==> src/rtl/vtiming_pkg.sv <==
// Shared types for the vtiming_ng raster timing engine.
// CNT_WIDTH/REP_WIDTH fix the struct layout and must match the top's CNT_W/REP_W.
package vtiming_pkg;

    localparam int CNT_WIDTH = 12;
    localparam int REP_WIDTH = 2;

    typedef logic [CNT_WIDTH-1:0] cnt_t;
    typedef logic [REP_WIDTH-1:0] rep_t;

    localparam rep_t DEF_REP = '0;

    typedef struct packed {
        cnt_t active;
        cnt_t sync_start;
        cnt_t sync_end;
        cnt_t total;
        logic pol;
        rep_t rep;
    } axis_cfg_t;

endpackage

==> src/rtl/vtiming_axis.sv <==
// One raster axis: position counter with wrap, sync/active compare and
// pixel-repeat source counter. The *_nxt outputs preview the next position.
module vtiming_axis
    import vtiming_pkg::*;
(
    input  logic      i_clk,
    input  logic      i_reset,
    input  logic      i_clr,
    input  logic      i_adv,
    input  axis_cfg_t i_cfg,
    output cnt_t      o_cnt,
    output cnt_t      o_src,
    output cnt_t      o_src_nxt,
    output logic      o_last,
    output logic      o_active,
    output logic      o_active_nxt,
    output logic      o_sync
);

    cnt_t r_cnt;
    cnt_t r_src;
    rep_t r_sub;

    cnt_t w_cnt_nxt;
    cnt_t w_src_nxt;
    rep_t w_sub_nxt;
    logic w_last;
    logic w_active_nxt;

    // A total of 0 or 1 pins the counter at 0; ">=" tolerates a shrunk total.
    always_comb begin
        w_last       = (i_cfg.total <= cnt_t'(1)) || (r_cnt >= i_cfg.total - cnt_t'(1));
        w_cnt_nxt    = w_last ? '0 : r_cnt + cnt_t'(1);
        w_active_nxt = (w_cnt_nxt < i_cfg.active);
        w_sub_nxt    = r_sub;
        w_src_nxt    = r_src;
        if (w_last) begin
            w_sub_nxt = '0;
            w_src_nxt = '0;
        end else if (w_active_nxt) begin
            if (r_sub >= i_cfg.rep) begin
                w_sub_nxt = '0;
                w_src_nxt = r_src + cnt_t'(1);
            end else begin
                w_sub_nxt = r_sub + rep_t'(1);
            end
        end
    end

    always_ff @(posedge i_clk) begin
        if (i_reset || i_clr) begin
            r_cnt <= '0;
            r_sub <= DEF_REP;
            r_src <= '0;
        end else if (i_adv) begin
            r_cnt <= w_cnt_nxt;
            r_sub <= w_sub_nxt;
            r_src <= w_src_nxt;
        end
    end

    assign o_cnt        = r_cnt;
    assign o_src        = r_src;
    assign o_src_nxt    = w_src_nxt;
    assign o_last       = w_last;
    assign o_active     = (r_cnt < i_cfg.active);
    assign o_active_nxt = w_active_nxt;
    assign o_sync       = ((r_cnt >= i_cfg.sync_start) && (r_cnt < i_cfg.sync_end)) ~^ i_cfg.pol;

endmodule

==> src/rtl/vtiming_ng.sv <==
// Two-axis raster timing engine with frame-boundary shadowed config,
// pixel-repeat scaling and a look-ahead line-fetch request.
module vtiming_ng
    import vtiming_pkg::*;
#(
    parameter int CNT_W = CNT_WIDTH,
    parameter int REP_W = REP_WIDTH,
    parameter int LEAD  = 8
) (
    input  logic             i_clk,
    input  logic             i_reset,
    input  logic             i_en,
    input  logic [CNT_W-1:0] i_h_active,
    input  logic [CNT_W-1:0] i_h_sync_start,
    input  logic [CNT_W-1:0] i_h_sync_end,
    input  logic [CNT_W-1:0] i_h_total,
    input  logic [CNT_W-1:0] i_v_active,
    input  logic [CNT_W-1:0] i_v_sync_start,
    input  logic [CNT_W-1:0] i_v_sync_end,
    input  logic [CNT_W-1:0] i_v_total,
    input  logic             i_h_sync_pol,
    input  logic             i_v_sync_pol,
    input  logic [REP_W-1:0] i_h_rep,
    input  logic [REP_W-1:0] i_v_rep,
    input  logic             i_cfg_update,
    output logic [CNT_W-1:0] o_x,
    output logic [CNT_W-1:0] o_y,
    output logic [CNT_W-1:0] o_src_x,
    output logic [CNT_W-1:0] o_src_y,
    output logic             o_hs,
    output logic             o_vs,
    output logic             o_de,
    output logic             o_line_end,
    output logic             o_frame_end,
    output logic             o_fetch_req,
    output logic [CNT_W-1:0] o_fetch_line,
    output logic             o_cfg_busy
);

    localparam cnt_t LEAD_C = cnt_t'(LEAD);

    axis_cfg_t w_h_in, w_v_in;
    axis_cfg_t r_h_cfg, r_v_cfg;
    logic      r_armed;

    cnt_t w_h_cnt, w_h_src, w_h_src_nxt_unused;
    cnt_t w_v_cnt, w_v_src, w_v_src_nxt;
    logic w_h_last, w_h_active, w_h_active_nxt_unused, w_h_sync;
    logic w_v_last, w_v_active, w_v_active_nxt, w_v_sync;
    logic w_frame_last, w_load, w_fetch;

    cnt_t r_x, r_y, r_src_x, r_src_y, r_fetch_line;
    logic r_hs, r_vs, r_de, r_line_end, r_frame_end, r_fetch_req;

    always_comb begin
        w_h_in.active     = i_h_active;
        w_h_in.sync_start = i_h_sync_start;
        w_h_in.sync_end   = i_h_sync_end;
        w_h_in.total      = i_h_total;
        w_h_in.pol        = i_h_sync_pol;
        w_h_in.rep        = i_h_rep;
        w_v_in.active     = i_v_active;
        w_v_in.sync_start = i_v_sync_start;
        w_v_in.sync_end   = i_v_sync_end;
        w_v_in.total      = i_v_total;
        w_v_in.pol        = i_v_sync_pol;
        w_v_in.rep        = i_v_rep;
    end

    vtiming_axis u_h_axis (
        .i_clk        (i_clk),
        .i_reset      (i_reset),
        .i_clr        (!i_en),
        .i_adv        (i_en),
        .i_cfg        (r_h_cfg),
        .o_cnt        (w_h_cnt),
        .o_src        (w_h_src),
        .o_src_nxt    (w_h_src_nxt_unused),
        .o_last       (w_h_last),
        .o_active     (w_h_active),
        .o_active_nxt (w_h_active_nxt_unused),
        .o_sync       (w_h_sync)
    );

    vtiming_axis u_v_axis (
        .i_clk        (i_clk),
        .i_reset      (i_reset),
        .i_clr        (!i_en),
        .i_adv        (i_en && w_h_last),
        .i_cfg        (r_v_cfg),
        .o_cnt        (w_v_cnt),
        .o_src        (w_v_src),
        .o_src_nxt    (w_v_src_nxt),
        .o_last       (w_v_last),
        .o_active     (w_v_active),
        .o_active_nxt (w_v_active_nxt),
        .o_sync       (w_v_sync)
    );

    // Shadows track the inputs while idle; when running they swap only on the last pixel.
    assign w_frame_last = w_h_last && w_v_last;
    assign w_load       = !i_en || ((r_armed || i_cfg_update) && w_frame_last);
    assign w_fetch      = i_en && (r_h_cfg.active > LEAD_C)
                        && (w_h_cnt == r_h_cfg.active - LEAD_C)
                        && (w_v_last || (w_v_active_nxt && (w_v_src_nxt != w_v_src)));

    always_ff @(posedge i_clk) begin
        if (i_reset) begin
            r_h_cfg      <= w_h_in;
            r_v_cfg      <= w_v_in;
            r_armed      <= 1'b0;
            r_x          <= '0;
            r_y          <= '0;
            r_src_x      <= '0;
            r_src_y      <= '0;
            r_hs         <= ~i_h_sync_pol;
            r_vs         <= ~i_v_sync_pol;
            r_de         <= 1'b0;
            r_line_end   <= 1'b0;
            r_frame_end  <= 1'b0;
            r_fetch_req  <= 1'b0;
            r_fetch_line <= '0;
        end else begin
            if (w_load) begin
                r_h_cfg <= w_h_in;
                r_v_cfg <= w_v_in;
            end
            r_armed     <= !w_load && (r_armed || i_cfg_update);
            r_x         <= i_en ? w_h_cnt : '0;
            r_y         <= i_en ? w_v_cnt : '0;
            r_src_x     <= i_en ? w_h_src : '0;
            r_src_y     <= i_en ? w_v_src : '0;
            r_hs        <= i_en ? w_h_sync : ~r_h_cfg.pol;
            r_vs        <= i_en ? w_v_sync : ~r_v_cfg.pol;
            r_de        <= i_en && w_h_active && w_v_active;
            r_line_end  <= i_en && w_h_last;
            r_frame_end <= i_en && w_frame_last;
            r_fetch_req <= w_fetch;
            if (w_fetch) begin
                r_fetch_line <= w_v_src_nxt;
            end
        end
    end

    assign o_x          = r_x;
    assign o_y          = r_y;
    assign o_src_x      = r_src_x;
    assign o_src_y      = r_src_y;
    assign o_hs         = r_hs;
    assign o_vs         = r_vs;
    assign o_de         = r_de;
    assign o_line_end   = r_line_end;
    assign o_frame_end  = r_frame_end;
    assign o_fetch_req  = r_fetch_req;
    assign o_fetch_line = r_fetch_line;
    assign o_cfg_busy   = r_armed;

endmodule

==> config.mk <==
export PLATFORM = sky130hd
export DESIGN_NAME = vtiming_ng
export DESIGN_NICKNAME = d
export VERILOG_FILES = /design/src/rtl/vtiming_pkg.sv /design/src/rtl/vtiming_axis.sv /design/src/rtl/vtiming_ng.sv
export SDC_FILE = /design/constraint.sdc
export NUM_CORES = 1
export LEC_CHECK = 0
export BUFFER_PORTS_ARGS = -buffer_cell sky130_fd_sc_hd__buf_4
export CAP_MARGIN = 20
export CORE_UTILIZATION = 50
export CTS_CLUSTER_DIAMETER = 200
export CTS_CLUSTER_SIZE = 16
export DETAILED_ROUTE_END_ITERATION = 7
export MAX_ROUTING_LAYER = met4
export PLACE_DENSITY_LB_ADDON = 0.12
export SETUP_SLACK_MARGIN = 0.1
export SLEW_MARGIN = 20
export SYNTH_ARGS = -nofsm -noshare
export SYNTH_HDL_FRONTEND = slang
export SYNTH_SLANG_ARGS = --single-unit
==> constraint.sdc <==
create_clock -name i_clk -period 14.1 [get_ports i_clk]
set_input_delay 2.115 -clock i_clk [delete_from_list [all_inputs] [get_ports i_clk]]
set_output_delay 2.115 -clock i_clk [all_outputs]
set_load 0.01 [all_outputs]
* Word level (Yosys, flattened, before mapping)
Index checks and enable logic that the tools add are counted.
** Word-level totals
- Bits in registers :: 221
- Bits in latches :: 0
- RAM bits :: 0
- Bits in read-only memories :: 0
- Memories kept :: 0
** Cells by class
- Add/sub/neg operators :: 9
- Multiply operators :: 0
- Divide/modulo/power cells :: 0
- Order comparisons :: 15
- Equality and inequality tests :: 2
- Shift-type cells :: 0
- Multiplexer cells :: 22
- Bitwise gates (word level) :: 7
- Reductions and logical operators :: 29
** Operators with widths (count)
- 51-bit two-way mux :: 4
- 12-bit two-way mux :: 8
- 12-bit < comparator :: 6
- 12-bit by 1-bit adder with 12-bit output, second input constant :: 4
- 12-bit >= comparator :: 4
- 12-bit by 1-bit <= comparator with 1-bit output, second input constant :: 2
- 12-bit by 1-bit subtractor with 12-bit output, second input constant :: 2
- 1-bit logical AND :: 13
- 12-bit == test :: 1
- 12-bit by 4-bit > comparator with 1-bit output, second input constant :: 1
- 2-bit two-way mux :: 6
- 12-bit != test :: 1
- 12-bit by 4-bit subtractor with 12-bit output, second input constant :: 1
- 2-bit nonzero test :: 4
- 1-bit logical OR :: 6
- 1-bit NOT :: 5
- 2-bit by 1-bit adder with 2-bit output, second input constant :: 2
- 2-bit >= comparator :: 2
- 1-bit two-way mux :: 4
- 2-bit AND reduction :: 2
- 3-bit AND reduction :: 1
- 1-bit logical NOT :: 2
- 2-bit OR reduction :: 1
- 1-bit XNOR :: 2

* Depth between registers and ports, before layout
- Word-level depth :: 11
- Depth in mapped cells :: 24

* Hierarchy
A second synthesis with hierarchy kept.
** Unflattened totals
- Cells, all modules :: 1211
- Area, all modules :: 12264.3 µm²
** Modules (own cells, without submodules)
- vtiming_ng :: times used 1, cells each 351, area each 5681.7 µm²
- vtiming_axis at u_v_axis :: times used 1, cells each 439, area each 3339.5 µm²
- vtiming_axis at u_h_axis :: times used 1, cells each 421, area each 3243.1 µm²

* Worst setup path before layout
No wires, ideal clock.
- Kind :: reg2reg
- From :: reg r_v_cfg[5] in the netlist's numbering
- To :: reg r_h_cfg[0] in the netlist's numbering (enable)
- Arrival time :: 10023 ps
- Slack :: 3362 ps
- Cell stages (with the launch flop) :: 12
- Buffers on the path :: 0
- Period minus slack after synthesis :: 10738 ps
- Path through :: edfxtp_1 -> or4_1 -> nor2_1 -> nand2_1 -> or4_1 -> xor2_1 -> ha_1 -> nand3_1 -> o22ai_1 -> a211o_2 -> a21oi_1 -> o31ai_1
** On the way
- Longest elaborated chain between the ends :: 7
- Elaborated cells between the ends (all ways) :: 8
- Those cells by class :: add/sub: 1; order compare: 2; reduce/logical: 5
** RTL lines
- from (decl) :: line vtiming_ng.sv:43 : axis_cfg_t r_h_cfg, r_v_cfg;
- from (signal assigned) :: line vtiming_ng.sv:110 : r_v_cfg <= w_v_in;
- from (signal assigned) :: line vtiming_ng.sv:126 : r_v_cfg <= w_v_in;
- 12-bit by 1-bit subtractor with 12-bit output :: line vtiming_axis.sv:32 : w_last = (i_cfg.total <= cnt_t'(1)) || (r_cnt >= i_cfg.total - cnt_t'(1));
- 12-bit >= comparator :: line vtiming_axis.sv:32
- 1-bit logical OR * :: line vtiming_axis.sv:32
- 1-bit logical AND * :: line vtiming_ng.sv:101 : assign w_frame_last = w_h_last && w_v_last;
- 1-bit logical AND * :: line vtiming_ng.sv:102 : assign w_load = !i_en || ((r_armed || i_cfg_update) && w_frame_last);
- 1-bit logical OR * :: line vtiming_ng.sv:102
- 2-bit nonzero test (no line) *
- to (signal assigned) :: line vtiming_ng.sv:109 : r_h_cfg <= w_h_in;
- to (signal assigned) :: line vtiming_ng.sv:125 : r_h_cfg <= w_h_in;
- to (decl) :: line vtiming_ng.sv:43
Every way passes the cells marked *; elsewhere a longest branch is shown, timed or not.
A chain may end at the register's enable or synchronous reset.

* Worst setup path in the final report
- From :: reg r_v_cfg[6] in the netlist's numbering
- To :: reg u_v_axis.r_src[10], in the netlist u_v_axis.o_src[10]
** On the way
- Longest elaborated chain between the ends :: 7
- Elaborated cells between the ends (all ways) :: 8
- Those cells by class :: add/sub: 1; order compare: 3; mux: 3; reduce/logical: 1
** RTL lines
- 12-bit by 1-bit subtractor with 12-bit output :: line vtiming_axis.sv:32
- 12-bit >= comparator :: line vtiming_axis.sv:32
- 1-bit logical OR * :: line vtiming_axis.sv:32
- 12-bit two-way mux * :: line vtiming_axis.sv:33 : w_cnt_nxt = w_last ? '0 : r_cnt + cnt_t'(1);
- via u_v_axis.w_cnt_nxt[5] :: line vtiming_axis.sv:24 : cnt_t w_cnt_nxt;
- 12-bit < comparator * :: line vtiming_axis.sv:34 : w_active_nxt = (w_cnt_nxt < i_cfg.active);
- 12-bit two-way mux * :: line vtiming_axis.sv:40 : end else if (w_active_nxt) begin
- 12-bit two-way mux * :: line vtiming_axis.sv:37 : if (w_last) begin
- to (signal assigned) :: line vtiming_axis.sv:58 : r_src <= w_src_nxt;
- to (decl) :: line vtiming_axis.sv:21 : cnt_t r_src;
The timed path passes the listed nets; every way through them passes the cells marked *.

==> summary.md <==
The flow ran to the end, but the final reports show violations. The checks that failed: design-rule violations. Clock-pin slew was measured on the worst setup and hold paths at 70 ps.

The area growth from synthesis to layout was 18.8%. For the sequential cell area fraction in the yosys report, the log shows 0.492. The layout filler cell count came out at 1,898. Worst relative slew slack: 0.352. The number of gates resized after CTS was 0. Data on the critical path is required at its endpoint by 14,510 ps. Total non-filler cell area in the finished layout: 0.0131 sq mm.

The post-detailed-placement half-perimeter wirelength is 17.8 mm. The tools report the row count as 54. Overall routing resource usage: 0.229. Entering global routing, the biggest net connects 64 pins. The number of antenna violations at the first check in global routing was 0; the global-route wire length before repair was 39.8 mm. The number of enable flip-flop cells after synthesis is 102, and the maximum clock rate is 165 MHz. After synthesis the netlist holds a flip-flop and latch count of 221. The worst setup path is of the reg -> reg kind. The share of flip-flops with an asynchronous set or reset is 0. The number of instances on the worst hold path was 1; the number of top-level pins was 173. In this run the deepest clock path goes through 3 buffers.

On the critical path, the stage with the largest delay is an instance of or4_1. The worst ir drop on vdd came out at 0.105 mV. Using the TritonRoute via totals, the vias-per-cell ratio works out to 5.38. Latest clock arrival within the worst-skew pair: 490 ps. Reported leakage power: 5.95 nW. The endpoint identified for the worst register-to-register timing path is u_v_axis.o_src[10]$_SDFFE_PP0P_. The initial standard-cell utilization of the core is 0.509. The dominant synthesized flop cell was dfxtp_1.

At the worst endpoint, the arrival time is 6470 ps. The run gives 55 as the count of cell types in the netlist. Traced cell by cell, the critical path runs through or4_1, nor2_1, nand2_1, or4_1, xor2_1, ha_1, a21oi_1, o22ai_1, a211o_2, a21o_1, nor2_1, ha_1, a211oi_1, o21ai_1, a221oi_1, nand2_1, or2_1, or4_4, or3_1, a31oi_1.

The synthesized area divided by synthesized cell count came out at 10.5 sq um. Max-cap violations in this run came to 0. After the first detailed-routing iteration, the DRC count stood at 320. The run gives 1 as the number of levels in the clock H-tree.

After clock tree synthesis, the flow added hold-fix buffers numbering 0. The CTS root buffer is clkbuf_16. For this design, the sink count on the clock tree is 221. The path with the worst hold slack has its endpoint at o_fetch_line[10]$_SDFFE_PP0P_.

Once the clock tree was built, the setup fixing pass inserted 0 buffers. Fraction of final layout cells with drive strength greater than 1: 0.169. The logs give 0.564 for the sequential cell fraction of total power and 0.078 for the portion of total power attributed to combinational logic. The aggregate negative setup slack is 0 ps, and the reg2reg setup slack is 8040 ps.

Summed over all layers, the global routing overflow is 0. The number of pins with negative max-slew slack in the final report was 0; the count of buffers from port buffering was 172. The run gives 0.604 as the final standard cell utilization of the core. The reg-to-reg critical path startpoint was r_v_cfg[6]$_DFFE_PP_. Along the worst path, the maximum fanout reaches 25. The final setup slack of the worst path came out at 8040 ps.

The run gives 0.870 as the weighted congestion at the end of routability-driven global placement. The number of clock buffers added by TritonCTS is 17. For this run, the number of Yosys warnings is 0. The fraction of the cycle the final worst path needs came out at 0.430. Core area: 0.0218 sq mm. Category of the worst setup path launch point: a flop. The path type of the worst min-delay path is reg -> reg.

Detailed routing inserted a total of 8,111 vias. Post-synthesis cell area: 0.0111 sq mm. The die covers 0.0227 sq mm. Summed over all layers, the routed wires come to 24.5 mm. The internal cell power came out at 0.967 mW. Power spread over the standard cell area amounts to 95.1 mW/mm^2. TritonCTS built the clock tree.

The number of nets in the synthesized netlist is 1,283. The analysis attributes to net switching a power of 0.283 mW. The instance count of the mapped netlist was 1,049; the minimum clock period was 6060 ps. In the layout the commonest cells are buf_4 (178), ha_1 (128), dfxtp_1 (119). After detailed routing, the number of remaining DRC violations is 2. Counting cells, the worst reg-to-reg path comes to 20. The run gives 1,452 as the layout net count. For the final count of hold timing violations, the log shows 0.

In the final layout, flip-flops and latches occupy 0.00545 sq mm. On the final layout, the worst hold slack is 467 ps. In this run the most critical hold path is launched from o_fetch_line[10]$_SDFFE_PP0P_. Switching portion of total power: 0.226.

The worst setup slack before clock tree synthesis was 8110 ps. The first detailed-routing pass took 8 iterations. Setup repair after global routing left no endpoint under its margin.

The die boundary width is 151 um. The number of global-route vias before repair was 7,961. The maximum cell stage delay along the critical path works out to 560 ps. In the final routed layout, each cell accounts on average for 16.2 um. The transition time at the pin with the least slew margin works out to 972 ps. The clock arrives with 16.4 ps of skew. Part of the total power dissipated in the clock network: 0.357.

The worst setup path is captured at a flop. The commonest non-fill, non-tap cell in the layout was buf_4. The vertical die dimension was 151 um. Setup violations remaining at the end of the flow were counted as 0.

In this run the remaining antenna-violating nets after routing total 0. Summing all multi-input logic gate instances after layout gives 0.00519 sq mm. For the post-detailed-placement cell area, the log shows 0.0127 sq mm.
==> how the worst max path moves through the flow <==
stage / from / to / slack (ps) / cells past startpoint
final: r_v_cfg[6]$_DFFE_PP_ / u_v_axis.o_src[10]$_SDFFE_PP0P_ / 8040 / 20
after global placement: r_v_cfg[5]$_DFFE_PP_ / u_v_axis.o_src[10]$_SDFFE_PP0P_ / 8240 / 20
after floorplan: r_v_cfg[5]$_DFFE_PP_ / r_h_cfg[0]$_DFFE_PP_ / 3360 / 11
after CTS: r_v_cfg[6]$_DFFE_PP_ / u_v_axis.o_src[10]$_SDFFE_PP0P_ / 8080 / 20
after detailed placement: r_v_cfg[6]$_DFFE_PP_ / u_v_axis.o_src[10]$_SDFFE_PP0P_ / 8110 / 20
after global routing: r_v_cfg[5]$_DFFE_PP_ / o_fetch_line[6]$_SDFFE_PP0P_ / 7470 / 19
==> through the flow <==
step                      instances  total power, mW
after CTS                      1508             1.27
final                          1509             1.25
after floorplan                1049            0.776
after global placement         1479            0.815
after detailed placement       1479            0.818
after global routing           1508             1.30
==> critical path: cells and delay by family (launching register included) <==
kind,cells,cell delay (ps)
fa+ha+maj,2,560
compound gates,8,1940
xor+xnor,1,160
flops,1,420
simple gates,9,2920
==> power by group through the flow <==
stage | clock network, mW | registers [mW] | logic, mW
2_1_floorplan | 0 | 0.720 | 0.0551
3_3_place_gp | 0 | 0.720 | 0.0957
3_5_place_dp | 0 | 0.720 | 0.0978
4_1_cts | 0.462 | 0.705 | 0.0988
5_1_grt | 0.483 | 0.707 | 0.111
6_report | 0.447 | 0.705 | 0.0978
==> cells in the mapped netlist, drive strengths merged (3+ instances only) <==
| cell | n | area share |
|---|---|---|
| a211oi | 11 | 0.0079 |
| ha | 128 | 0.14 |
| xor2 | 42 | 0.033 |
| a31oi | 10 | 0.0057 |
| dfxtp | 119 | 0.22 |
| o21a | 7 | 0.0047 |
| o22a | 7 | 0.0055 |
| nor2b | 6 | 0.0034 |
| o2bb2ai | 11 | 0.0087 |
| buf | 3 | 0.0017 |
| o211ai | 7 | 0.0047 |
| inv | 91 | 0.031 |
| nand2b | 13 | 0.0073 |
| nor3 | 19 | 0.0095 |
| a21o | 18 | 0.012 |
| mux2i | 3 | 0.0027 |
| and2 | 51 | 0.029 |
| nand4 | 24 | 0.014 |
| xnor2 | 33 | 0.026 |
| and3 | 18 | 0.010 |
| o2111ai | 4 | 0.0032 |
| nand3b | 5 | 0.0034 |
| and4 | 3 | 0.0024 |
| a2111oi | 5 | 0.0040 |
| nand2 | 44 | 0.015 |
| nand3 | 36 | 0.016 |
| or4 | 6 | 0.0047 |
| o31ai | 3 | 0.0020 |
| edfxtp | 102 | 0.28 |
| a211o | 3 | 0.0025 |
| nor2 | 83 | 0.028 |
| nor4 | 11 | 0.0062 |
| clkbuf | 25 | 0.0085 |
| a21oi | 42 | 0.019 |
| or3 | 7 | 0.0040 |
| o21ai | 34 | 0.016 |
==> layer usage <==
| metal | GRT usage | wire (um) | vias to the layer above |
|---|---|---|---|
| met3 | 0.0349 | 1510 | 35 |
| li1 | - | - | 4075 |
| met1 | 0.311 | 11600 | 3773 |
| met2 | 0.355 | 10700 | 228 |
| met5 | - | 0 | - |
| met4 | 0.0675 | 578 | 0 |
==> sequential cells by signal (all words and copies together), names as in the netlist <==
signal / flops
r_h_cfg: 51
r_v_cfg: 51
o_fetch_line: 12
o_src_x: 12
o_src_y: 12
o_x: 12
o_y: 12
u_h_axis.o_cnt: 12
u_h_axis.o_src: 12
u_v_axis.o_cnt: 12
u_v_axis.o_src: 12
u_h_axis.r_sub: 2
u_v_axis.r_sub: 2
o_cfg_busy: 1
o_de: 1
o_fetch_req: 1
o_frame_end: 1
o_hs: 1
o_line_end: 1
o_vs: 1
==> cell type report <==
class,count,area share
Clock buffer,28,0.0355
Tap cell,280,0.0267
Inverter,92,0.0263
Antenna cell,1,0.000190
Sequential cell,221,0.414
Multi-Input combinational cell,708,0.395
Timing Repair Buffer,178,0.102
Clock inverter,1,0.000381
==> logic make-up after synthesis <==
| kind of cell | after synthesis | synth area share |
|---|---|---|
| DFF | 221 | 0.492 |
| adders and majority gates | 128 | 0.145 |
| xor gates and xnor gates | 75 | 0.0594 |
| buffers and inverters | 120 | 0.0414 |
| and+or+nand+nor | 328 | 0.154 |
| muxes | 3 | 0.00271 |
| AOI/OAI and AO/OA | 174 | 0.106 |
No activity file was read; power rests on OpenSTA's default activity.
